===== config.mk =====
export PLATFORM = sky130hd
export DESIGN_NAME = llc_trace_issuer
export DESIGN_NICKNAME = d
export VERILOG_FILES = /design/src/rtl/llc_trace_issuer.sv
export SDC_FILE = /design/constraint.sdc
export NUM_CORES = 1
export LEC_CHECK = 0
export BUFFER_PORTS_ARGS = -buffer_cell sky130_fd_sc_hd__buf_2
export CORE_UTILIZATION = 28
export DETAILED_ROUTE_END_ITERATION = 10
export GPL_ROUTABILITY_DRIVEN = 1
export SETUP_SLACK_MARGIN = 0.1
export SYNTH_ARGS = -nofsm -noshare
export SYNTH_HDL_FRONTEND = slang
export SYNTH_SLANG_ARGS = --single-unit

===== constraint.sdc =====
create_clock -name clk -period 5.95 [get_ports clk]
set_clock_uncertainty 0.15 [all_clocks]
set_input_delay 0.595 -clock clk [delete_from_list [all_inputs] [get_ports clk]]
set_output_delay 0.595 -clock clk [all_outputs]
set_load 0.005 [all_outputs]

===== src/rtl/llc_trace_issuer.sv =====
// llc_trace_issuer: buffers trace records and issues them to the LLC model as single-cycle strobes
// separated by NOP gaps, dropping illegal codes and keeping issue/drop statistics.
module llc_trace_issuer #(
   parameter int CMDSIZE    = 4,
   parameter int ADDR_BITS  = 32,
   parameter int DEPTH      = 8,
   parameter int GAP_CYCLES = 1
) (
   input  logic                   clk,
   input  logic                   rst,
   input  logic                   trc_valid,
   output logic                   trc_ready,
   input  logic [CMDSIZE-1:0]     trc_cmd,
   input  logic [ADDR_BITS-1:0]   trc_addr,
   input  logic                   trc_last,
   output logic [CMDSIZE-1:0]     command,
   output logic [ADDR_BITS-1:0]   address,
   output logic                   cmd_strobe,
   output logic [$clog2(DEPTH):0] fifo_count,
   output logic [31:0]            issued_cnt,
   output logic [31:0]            dropped_cnt,
   output logic                   done
);
   localparam int AW = $clog2(DEPTH);
   localparam int CW = AW + 1;
   localparam int GW = $clog2(GAP_CYCLES + 1);
   localparam logic [CMDSIZE-1:0] NOP = CMDSIZE'(7);
   typedef enum logic [1:0] {IDLE, ISSUE, GAP} state_t;
   state_t state, state_n;
   logic [CMDSIZE-1:0]   mem_cmd  [DEPTH];
   logic [ADDR_BITS-1:0] mem_addr [DEPTH];
   logic                 mem_last [DEPTH];
   logic [AW-1:0] wr_ptr, rd_ptr;
   logic [GW-1:0] gap_cnt;
   logic cur_last, drop_last, legal, accept, push, pop, empty, gap_end;
   assign trc_ready = fifo_count < CW'(DEPTH);
   always_comb begin
      legal   = trc_cmd <= CMDSIZE'(6) || trc_cmd == CMDSIZE'(8) || trc_cmd == CMDSIZE'(9);
      accept  = trc_valid && trc_ready;
      push    = accept && legal;
      empty   = fifo_count == '0;
      gap_end = state == GAP && gap_cnt == GW'(1);
      pop     = !empty && (state == IDLE || gap_end);
      state_n = pop ? ISSUE : state == ISSUE ? GAP : (state == GAP && !gap_end) ? GAP : IDLE;
   end
   always_ff @(posedge clk) begin
      if (rst) state <= IDLE;
      else state <= state_n;
   end
   always_ff @(posedge clk) begin
      if (push) begin
         mem_cmd[wr_ptr]  <= trc_cmd;
         mem_addr[wr_ptr] <= trc_addr;
         mem_last[wr_ptr] <= trc_last;
      end
   end
   always_ff @(posedge clk) begin
      if (rst) begin
         wr_ptr      <= '0;
         rd_ptr      <= '0;
         fifo_count  <= '0;
         command     <= NOP;
         address     <= '0;
         cmd_strobe  <= 1'b0;
         issued_cnt  <= '0;
         dropped_cnt <= '0;
         done        <= 1'b0;
         cur_last    <= 1'b0;
         drop_last   <= 1'b0;
         gap_cnt     <= '0;
      end else begin
         wr_ptr     <= wr_ptr + AW'(push);
         rd_ptr     <= rd_ptr + AW'(pop);
         fifo_count <= fifo_count + CW'(push) - CW'(pop);
         cmd_strobe <= pop;
         if (accept && !legal) dropped_cnt <= dropped_cnt + 32'd1;
         // An illegal last record never reaches the cache, so it completes once the issuer drains.
         if (accept && !legal && trc_last) drop_last <= 1'b1;
         if (pop) begin
            command    <= mem_cmd[rd_ptr];
            address    <= mem_addr[rd_ptr];
            cur_last   <= mem_last[rd_ptr];
            issued_cnt <= issued_cnt + 32'd1;
         end else if (state == ISSUE) begin
            command <= NOP;
            gap_cnt <= GW'(GAP_CYCLES);
         end
         if (state == GAP) gap_cnt <= gap_cnt - GW'(1);
         if ((gap_end && cur_last) || (drop_last && empty && state == IDLE)) done <= 1'b1;
      end
   end
endmodule


After elaboration in Yosys (flattened, before gate mapping)
Memories as Yosys holds them, arrays and structs flattened. A register that Yosys moved wholly into a read port is not among the register bits.
Cells that the tools add are included.
{ "classes": {"muxes": 11, "magnitude_cmp": 2, "add_sub_neg": 7, "reduce_logical": 23, "n_eq_ne": 5} }
{ "op_table": {"columns": ["cell", "count"], "rows": [
  ["adder 32 x 1 -> 32 bit (second input constant)", 2],
  ["logical AND 1 bit", 10],
  ["equality test 4 bit (second input constant)", 2],
  ["two-way mux 4 bit", 2],
  ["adder 3 x 1 -> 3 bit", 2],
  ["two-way mux 1 bit", 6],
  ["adder 4 x 1 -> 4 bit", 1],
  ["<= comparator 4 x 3 -> 1 bit (second input constant)", 1],
  ["logical NOT 4 bit", 1],
  ["logical OR 1 bit", 4],
  ["less-than comparator 4 bit (second input constant)", 1],
  ["two-way mux 2 bit", 2],
  ["nonzero test 2 bit", 2],
  ["subtractor 4 x 1 -> 4 bit", 1],
  ["logical NOT 1 bit", 3],
  ["two-way mux 3 bit", 1],
  ["equality test 2 x 1 -> 1 bit (second input constant)", 1],
  ["equality test 2 bit (second input constant)", 1],
  ["logical NOT 2 bit", 1],
  ["!= test 2 x 1 -> 1 bit (second input constant)", 1],
  ["AND reduction 2 bit", 1],
  ["OR reduction 2 bit", 1],
  ["subtractor 1 bit (second input constant)", 1]
]} }
{ "word_totals": {"memories": 3, "ff_bits": 84, "elab_cells": 63, "ram_bits": 296} }
{ "memory_table": {"columns": ["name", "words", "word_bits", "rd", "rd_clocked_by_memory_dff", "wr", "line", "text"], "rows": [
  ["mem_addr", 8, 32, 1, 1, 1, "31", "logic [ADDR_BITS-1:0] mem_addr [DEPTH];"],
  ["mem_cmd", 8, 4, 1, 1, 1, "30", "logic [CMDSIZE-1:0] mem_cmd [DEPTH];"],
  ["mem_last", 8, 1, 1, 1, 1, "32", "logic mem_last [DEPTH];"]
]} }

Longest topological paths before layout
Gate-level depths: netlist (run 1).
{ "logic_depth": {"word_depth": 7, "ltp_mapped": 14} }

Worst setup path after synthesis (run 1)
Ideal clock, no wire load.
{ "synth_path": {"path_type": "input to register", "startpoint": "in trc_cmd[1]", "endpoint": "mem mem_addr[0][0] (enable)", "path_buffers": 0, "path_slack_ns": 0.608, "t_arrival_ns": 4.668, "setup_ns": 0.524, "cell_stages": 3, "t_required_ns": 5.276, "cell_sequence": "o21ai_1 -> nand3_1 -> nor4_1"} }
{ "synth_via": {"elab_chain_len": 6, "word_cells_on_any_way": 8} }
{ "synth_lines": {"columns": ["item", "line", "text"], "rows": [
  ["from (decl)", "13", "input logic [CMDSIZE-1:0] trc_cmd,"],
  ["<= comparator 4 x 3 -> 1 bit / equality test 4 bit (equally long branches)", "38", "legal = trc_cmd <= CMDSIZE'(6) || trc_cmd == CMDSIZE'(8) || trc_cmd == CMDSIZE'(9);"],
  ["logical OR 1 bit", "38", null],
  ["logical OR 1 bit (*)", "38", null],
  ["logical AND 1 bit (*)", "40", "push = accept && legal;"],
  ["two-way mux 1 bit (*)", "51", "if (push) begin"],
  ["two-way mux 1 bit (not written as such) (*)", "53", "mem_addr[wr_ptr] <= trc_addr;"],
  ["to (decl)", "31", null]
]} }
Mark *: on every way between the ends. The rest lies on a longest branch, timed or not.

Worst setup path in the final report (run 1)
{ "layout_path": {"startpoint": "reg state[0]", "endpoint": "reg rd_ptr[1]"} }
{ "layout_via": {"elab_chain_len": 5, "word_cells_on_any_way": 6} }
{ "layout_lines": {"columns": ["item", "line", "text"], "rows": [
  ["from (decl)", "29", "state_t state, state_n;"],
  ["from (signal assigned)", "48", "else state <= state_n;"],
  ["equality test 2 bit", "42", "gap_end = state == GAP && gap_cnt == GW'(1);"],
  ["logical AND 1 bit", "42", null],
  ["logical OR 1 bit (*)", "43", "pop = !empty && (state == IDLE || gap_end);"],
  ["logical AND 1 bit (*)", "43", null],
  ["adder 3 x 1 -> 3 bit (*)", "73", "rd_ptr <= rd_ptr + AW'(pop);"],
  ["to (signal assigned)", "73", null],
  ["to (decl)", "33", "logic [AW-1:0] wr_ptr, rd_ptr;"]
]} }
Marks and branches as above.
A chain may end at the register's enable or synchronous reset.

==> results of run 1 <==
## final cells by class
class,count,area share
timing repair buffer,162,0.0446
antenna,1,0.000131
tap,756,0.0494
inverter,17,0.00333
sequential,412,0.586
clock buffer,62,0.0604
multi-input combinational,536,0.249
clock inverter,12,0.00673
## metrics by stage
stage | hold WS [ns] | std cells | power [mW] | cell area, sq um | utilization
2_1_floorplan | 0.286 | 1021 | 4.60 | 16200 | -
3_3_place_gp | 0.298 | 1883 | 5.09 | 17900 | 0.314
3_5_place_dp | 0.296 | 1883 | 5.12 | 17900 | 0.314
4_1_cts | 0.129 | 1957 | 7.63 | 19100 | 0.337
5_1_grt | 0.148 | 1957 | 7.89 | 19100 | 0.337
6_report | 0.161 | 1958 | 7.51 | 19100 | 0.337
## worst max-delay path, stage by stage (launching register included)
cell and delay (ns):
dfxtp_1 0.33, inv_1 0.09, ha_1 0.25, a21o_1 0.39, nand2_2 0.22, inv_2 0.10, buf_4 0.63, ha_1 0.28
ha_1 0.22, nor2b_1 0.12
## per-layer routing
| layer | up-vias | part of all wire |
|---|---|---|
| met2 | 230 | 0.49 |
| met5 | - | 0.0016 |
| li1 | 4351 | - |
| met3 | 59 | 0.056 |
| met1 | 4700 | 0.44 |
| met4 | 8 | 0.016 |
## where the power goes
group | total, mW | switching, mW | internal [mW]
Clock | 2.49 | 1.09 | 1.40
Combinational | 1.48 | 0.752 | 0.731
Sequential | 3.53 | 0.264 | 3.27
## worst paths after layout
check / endpoint / cells past startpoint / from / slack [ns]
setup / recovery: rd_ptr[1] / 9 / state[0] / 3.03
hold / removal: mem_addr[4][14] / 1 / trc_addr[14] / 0.16
setup reg to reg: rd_ptr[1] / 9 / state[0] / 3.03
hold reg to reg: command[3] / 2 / command[3] / 0.30
## placed cells by master, fill, tap and decap left out, drive strengths merged, types with 5 or more instances in the layout
cell and instances:
and3 10, xnor2 10, nor3 9, a211oi 35, nor2 67, nor4 9, or4 22, mux4 74
nor2b 17, mux2i 38, o31ai 22, clkbuf 62, or3 19, nand4 24, clkinv 7, mux2 11
nand2 29, dfxtp 116, o21ai 20, and4 12, buf 162, nand3 20, edfxtp 296, inv 18
ha 14, xor2 5, a21oi 47
## flip-flops by register name, indices dropped and copies added, names as in the netlist
register and count:
state 2, fifo_count 4, dropped_cnt 32, done 1, wr_ptr 3, mem_last 8, rd_ptr 3, mem_addr 256
drop_last 1, cur_last 1, address 32, gap_cnt 1, command 4, mem_cmd 32, issued_cnt 32
## logic make-up (layout without fill, tap and decap cells)
| family | after synthesis | in the layout | share of synthesized area |
|---|---|---|---|
| other cells | 0 | 1 | 0 |
| flops | 412 | 412 | 0.690 |
| mux | 123 | 123 | 0.134 |
| buf+inv | 73 | 253 | 0.0188 |
| simple gates | 247 | 247 | 0.0841 |
| compound gates | 136 | 136 | 0.0530 |
| fa+ha+maj | 15 | 15 | 0.0120 |
| xor+xnor | 15 | 15 | 0.00809 |
==> flow_summary.ini, run 1 <==
[outcome]
outcome = complete, no violations

[grt]
gr-usage-met3 = 0.0274
grtUsageTotal = 0.123
use_met2 = 0.205
gr-total-overflow = 0
grt_start_max_net_pins = 90
grt_pass1_wl_um = 56300
grt_use_met1 = 0.162
busiest_layer = met2
antenna_found_initial = 8
grt_pass1_vias = 9263

[timing]
fmax_ghz = 0.342
rsz0062_at_grt = no
setup-violations-final = 0
tns_ns = 0
hold_viol_final = 0
worst_pin_slew_ns = 1.15
timing.final.crit_period_ns = 2.92
min_period_over_period = 0.491
finalMaxSlewViolations = 0
worst_slack_ns = 3.03
relSlewSlack = 0.234

[setup_path]
cp-start-kind = flop
crit_arrival_ns = 3.19
worstPathMaxFanout = 71
crit_required_ns = 6.22
worstSetupEndpointType = flop
criticalPathCategory = reg2reg

[synth]
synth_commonest_cells = 296 x edfxtp_1, 116 x dfxtp_1, 74 x mux4_2
avgSynthCellArea_sq_um = 15.9
async_reset_ff_frac = 0
syn-num-nets = 1076
synth_edf_count = 296
synthesis.area_sq_um = 16200
ys_ff_latch = 412
synthDistinctLibCells = 47
yosysTopAreaCell = edfxtp_1
synth_flop_cell = edfxtp_1
yosysTopAreaCellShare = 0.547
syn_inst = 1021
yosysWarnings = 0
yosysMostFrequentCell = edfxtp_1
synthTopCellsByArea = edfxtp_1 55%, dfxtp_1 14%, mux4_2 10%
yosysSeqAreaShare = 0.690

[route]
dr.pass1.iters = 4
routedWlPerCell_um = 18.7
wl_um = 36600
vias_per_cell = 4.77
ant_nets = 0
dr_total_vias = 9348
drtIter0Drc = 561
drc = 0

[finish]
seqCellArea_sq_um = 11200
multi_input_area_sq_um = 4770
fillers = 5551
final_nets = 1225
area_growth_pct = 17.9
drive_above_1_share = 0.265

[pwr]
p_per_area_nw_per_um2 = 392
max-vdd-ir-drop_mv = 0.270
p_leak_nw = 6.26

[floorplan]
ios = 147
die_w_um = 243
num_rows = 87
die_area_sq_um = 59000
die_h_um = 243
start_util = 0.286
core_sq_um = 56800

[cts]
cts_tree = yes
clk_pin_slew_ns = 0.06
htree_levels = 2
clk_path_buf_depth = 3
cts_hold_buf = 0
root_buffer = clkbuf_16
clock_sinks = 412
cts_buffers = 41
post-cts-setup-buffers = 0
ctsResizeCount = 0
clkLatencyLatePin_ns = 0.55

[hold_path]
hold_path.class = in2reg

[placed_design]
dp_hpwl_um = 23200
numPortBuffers = 146
dp_slack_ns = 2.46
place.gp.congestion = 0.746

[run]
drv_cap = 0
Power figures use the tool's default switching activity.
==> inputs of run 2 (changes only) <==
ABC_AREA = 1   (was default)
clock period = 2.7 ns   (was 5.95 ns; I/O delays follow)
==> run 2 against run 1 <==
  * The run now ends with DRC left
  * Combinational power rose to 2.6 times the previous value
  * Worst setup slack worse by 2.8 ns
  * Count of clock-buffer cells in the layout down 11
  * Largest cell class unchanged
==> flow_summary.ini, run 2 <==
[outcome]
outcome = finished with violations
violations = DRC

[finish]
mostFrequentLayoutCells = 315 x nor2_1, 296 x edfxtp_1, 230 x nand2_1
final_nets = 1837
area_growth_pct = 21.8
fillers = 5882
largest_reg_flops = 256
drive_above_1_share = 0.157
antennaDiodeCount = 0
layout.cells.most_common = nor2_1
largest-register = mem_addr
post-route-util = 0.347
design_area_sq_um = 20600

[cts]
clkLatencyLatePin_ns = 0.58
cts_tree = yes
clk_pin_slew_ns = 0.06
cts_buffers = 44
post-cts-setup-buffers = 0
clk_path_buf_depth = 3
clock_sinks = 412
htree_levels = 2
root_buffer = clkbuf_16

[setup_path]
crit_arrival_ns = 2.75
crit_slowest_cell = fa_1
crit_required_ns = 3.00
criticalPathCategory = reg2reg
crit_path_max_incr_delay_ns = 0.39
crit_chain = inv_1 -> ha_1 -> nand2_1 -> nand2_1 -> nand2_4 -> inv_1 -> ha_1 -> inv_1 -> ha_1 -> inv_1 -> fa_1 -> xor2_1 -> nor2_1
cp.buffers_inverters = 4
worstPathMaxFanout = 3
cp-start-kind = flop
critPathTopFamily = adder cells
path_common_cell = inv_1
worstSetupEndpointType = flop

[synth]
synthDistinctLibCells = 44
syn_inst = 1599
synth_commonest_cells = 321 x nor2_1, 296 x edfxtp_1, 230 x nand2_1
ys_ff_latch = 412
synthesis.area_sq_um = 16900
yosysTopAreaCellShare = 0.526
yosysWarnings = 0
avgSynthCellArea_sq_um = 10.6
synth_edf_count = 296
synth_flop_cell = edfxtp_1
synthTopCellsByArea = edfxtp_1 53%, dfxtp_1 14%, nor2_1 7.1%
yosysTopAreaCell = edfxtp_1
yosysMostFrequentCell = nor2_1
yosysSeqAreaShare = 0.663
syn-num-nets = 1654
async_reset_ff_frac = 0

[floorplan]
num_rows = 89
die_h_um = 248
core_sq_um = 59400
die_area_sq_um = 61400
die_w_um = 248
ios = 147
start_util = 0.285

[placed_design]
dp_hpwl_um = 26000
place.gp.congestion = 0.828
placedInstanceArea_sq_um = 18600
dp_slack_ns = 0.265
numPortBuffers = 146

[grt]
gr-total-overflow = 0
grt_pass1_vias = 11700
antenna_found_initial = 2
grt_start_max_net_pins = 129
grtUsageTotal = 0.134
grt_pass1_wl_um = 64800

[timing]
worst_pin_slew_ns = 0.641
finalMaxSlewViolations = 0
worst_slack_ns = 0.247
timing.final.crit_period_ns = 2.45
min_period_over_period = 0.909
relSlewSlack = 0.572
whs_ns = 0.151
setup-violations-final = 0
hold_viol_final = 0
rsz0062_at_grt = no
fmax_ghz = 0.408

[route]
wl_um = 41500
drtIter0Drc = 936
drc = 7
ant_nets = 0
routedWlPerCell_um = 16.0
dr_total_vias = 12000
vias_per_cell = 4.62
dr.pass1.iters = 8

[hold_path]
hold_path.class = in2reg

[run]
drv_cap = 0

[pwr]
p_per_area_nw_per_um2 = 865
power_mw = 17.8
max-vdd-ir-drop_mv = 0.425
p_leak_nw = 7.50
[run 2: layer usage]
metal	wire (um)	vias to the layer above	global-route usage
met5	23	-	0
met4	882	4	0.0370
met3	2280	74	0.0294
met2	19600	280	0.221
met1	18700	5714	0.176
li1	-	5888	-
[run 2: cells by family (layout without fill, tap and decap cells)]
family	Yosys count	count (layout)	share of synthesized area
fa+ha+maj	15	15	0.0115
buf+inv	176	395	0.0474
compound gates	291	291	0.0977
flops	412	412	0.663
xor+xnor	15	15	0.00777
simple gates	690	690	0.173
[run 2: stage by stage]
| step | instances | TNS, ns |
|---|---|---|
| global placement | 2471 | 0 |
| global route | 2591 | 0 |
| CTS | 2591 | 0 |
| detailed placement | 2471 | 0 |
| finish | 2591 | 0 |
| floorplan | 1599 | -54.37 |
[run 2: final cells by class]
type                            count  area, sq um  area share
Sequential cell                   412        11200       0.545
Multi-Input combinational cell   1011         4970       0.241
Timing Repair Buffer              208         1450      0.0706
Clock buffer                       51         1160      0.0563
Tap cell                          773          967      0.0470
Clock inverter                     31          422      0.0205
Inverter                          105          397      0.0193
[run 2: path summary, 6_finish.rpt]
kind | start | end | slack, ns | depth (start not counted)
max | state[0] | fifo_count[2] | 0.25 | 13
max reg2reg | state[0] | fifo_count[2] | 0.25 | 13
min | trc_valid | wr_ptr[0] | 0.15 | 6
min reg2reg | address[22] | address[22] | 0.30 | 2
[run 2: worst reg2reg max path, delay by kind of cell (launching register included)]
family                   cells  cell delay [ns]
adder cells (fa/ha/maj)      4             1.06
AND/OR/NAND/NOR              4             0.35
buffers and inverters        4             0.24
XOR/XNOR                     1             0.18
flip-flops                   1             0.34
[run 2: repair_timing]
item / CTS / global route
hold buffers: 38 / 0
gates resized for setup: 0 / 1
endpoints found under the hold margin: 299 / 0
endpoints found under the setup margin: 0 / 1
[run 2: power breakdown]
part,internal (mW),leakage [nW],switching [mW]
registers,7.16,3.62,0.311
logic,1.27,3.11,2.53
clock network,3.97,0.767,2.56
total,12.4,7.50,5.40
==> inputs of run 3 (changes only) <==
RECOVER_POWER = 50   (was default)
SETUP_SLACK_MARGIN = 0.15   (was 0.1)
==> run 3 against run 2 <==
  * Sequential power about the same
  * Utilization decreased by 0.28 points
  * Global-route usage did not move
  * Final cell count unchanged
  * Worst hold slack better by 0.0022 ns
  * First-iteration DRC count fell by 4.1%
  * Design area down 0.80%
  * The flow still finishes with violations (DRC)
  * Critical path depth is the same
  * Clock power hardly changed
  * Critical path type unchanged
  * Sequential cell count unchanged
  * Fmax rose by 1.8%
==> flow_summary.ini, run 3 (same netlist as run 2, synthesis figures left out) <==
[setup_path]
reg2regPathDepth = 13
crit_arrival_ns = 2.71
worstSetupEndpointType = flop
criticalPathCategory = reg2reg
worstPathMaxFanout = 3
r2r-start = state[0]
reg2reg_slack_ns = 0.29
crit_required_ns = 3.00
cp-start-kind = flop
r2r_end = fifo_count[2]

[cts]
clock_sinks = 412
root_buffer = clkbuf_16
cts_buffers = 44
post-cts-setup-buffers = 0
clkLatencyLatePin_ns = 0.58
clk_path_buf_depth = 3
htree_levels = 2
clk_pin_slew_ns = 0.06
cts_tree = yes

[finish]
post-route-util = 0.344
drive_above_1_share = 0.0886
antennaDiodeCount = 0
final_nets = 1837
largest-register = mem_addr
area_growth_pct = 20.8
mostFrequentLayoutCells = 316 x nor2_1, 296 x edfxtp_1, 230 x nand2_1
layout.cells.most_common = nor2_1
largest_reg_flops = 256

[hold_path]
worstHoldStart = trc_valid
hold_path_end = wr_ptr[0]
hold_path.class = in2reg
hold_path_depth = 6

[route]
drc = 7
ant_nets = 0
met3WireLength_um = 2050
wl_um = 41500
routedWlPerCell_um = 16.0
top_layer = met5
vias_per_cell = 4.60
wl_met1_um = 18900
dr_total_vias = 11900
drtIter0Drc = 898
wl_met2_um = 19700
dr.pass1.iters = 8

[timing]
fmax_ghz = 0.415
hold_viol_final = 0
setup-violations-final = 0
rsz0062_at_grt = no
timing.final.crit_period_ns = 2.41
whs_ns = 0.154
min_period_over_period = 0.892
worst_pin_slew_ns = 0.810
relSlewSlack = 0.460
finalMaxSlewViolations = 0

[pwr]
intPower_mw = 12.4
clkPwrFrac = 0.367
p_leak_nw = 7.04
p_per_area_nw_per_um2 = 869
pwr-share-comb = 0.212
max-vdd-ir-drop_mv = 0.426
swShare = 0.304
p_seq_frac = 0.421
power_mw = 17.8
p_switching_mw = 5.40

[run]
drv_cap = 0

[floorplan]
ios = 147
die_w_um = 248
core_sq_um = 59400
die_area_sq_um = 61400
die_h_um = 248
start_util = 0.285
num_rows = 89

[grt]
gr-total-overflow = 0
grt_pass1_wl_um = 64800
grt_pass1_vias = 11700
grtUsageTotal = 0.134
antenna_found_initial = 2
grt_start_max_net_pins = 129

[placed_design]
numPortBuffers = 146
dp_hpwl_um = 26000
place.gp.congestion = 0.828

[outcome]
outcome = finished with violations
violations = DRC
run 3: cell types whose count changed in the layout (fill, tap and decap cells not counted):
cell | before | now
buf_4 | 11 | 10
clkbuf_2 | 0 | 1
nor2_4 | 14 | 13
nor2_1 | 315 | 316
buf_2 | 146 | 23
buf_1 | 0 | 2
clkbuf_1 | 5 | 126
run 3: how the worst max path moves through the flow:
stage                  startpoint             end  slack (ns)  depth (start not counted)
floorplan           fifo_count[3]  mem_addr[0][0]       -0.40                          6
global placement         state[0]   fifo_count[2]        0.31                         13
detailed placement       state[0]   fifo_count[2]        0.27                         13
CTS                      state[0]   fifo_count[2]        0.22                         13
global route           trc_cmd[3]   fifo_count[2]        0.15                         13
finish                   state[0]   fifo_count[2]        0.29                         13
run 3: power groups by stage:
| stage | logic, mW | clock network [mW] | registers (mW) |
|---|---|---|---|
| final | 3.76 | 6.51 | 7.48 |
| after global routing | 4.25 | 6.89 | 7.52 |
| after CTS | 3.87 | 6.66 | 7.47 |
| after detailed placement | 3.80 | 0 | 7.61 |
| after global placement | 3.73 | 0 | 7.59 |
| after floorplan | 2.62 | 0 | 7.47 |
run 3: area by class of cell:
cell class | instances | area, sq um
Timing Repair Buffer | 208 | 1300
Sequential cell | 412 | 11200
Clock inverter | 31 | 422
Fill cell | 5945 | 38900
Multi-Input combinational cell | 1011 | 4960
Inverter | 105 | 397
Clock buffer | 51 | 1160
Tap cell | 773 | 967
run 3: metal layers:
| metal | GRT usage | vias to the layer above |
|---|---|---|
| li1 | - | 5892 |
| met1 | 0.176 | 5703 |
| met2 | 0.221 | 237 |
| met3 | 0.0294 | 70 |
| met4 | 0.0370 | 4 |
| met5 | 0 | - |
run 3: worst max-delay path: stages (launching register included):
cell and delay [ns]:
dfxtp_2 0.34, inv_1 0.07, ha_1 0.23, nand2_1 0.11
nand2_2 0.09, nand2_4 0.08, inv_1 0.06, ha_1 0.29
inv_1 0.06, ha_1 0.15, inv_1 0.05, fa_1 0.38
xor2_1 0.16, nor2_1 0.05
run 3: repair_timing:
item | 4_1_cts | 5_1_grt
resized for setup | 0 | 2
hold buffers | 38 | 0
setup endpoints to repair | 0 | 1
endpoints found under the hold margin | 299 | 0
run 3: through the flow:
| step | setup slack [ns] | TNS [ns] | cell area (sq um) | cells |
|---|---|---|---|---|
| after floorplan | -0.399 | -54.37 | 16900 | 1599 |
| after global placement | 0.314 | 0 | 18600 | 2471 |
| after detailed placement | 0.265 | 0 | 18600 | 2471 |
| after CTS | 0.217 | 0 | 20600 | 2591 |
| after global routing | 0.147 | 0 | 20400 | 2591 |
| final | 0.291 | 0 | 20400 | 2591 |
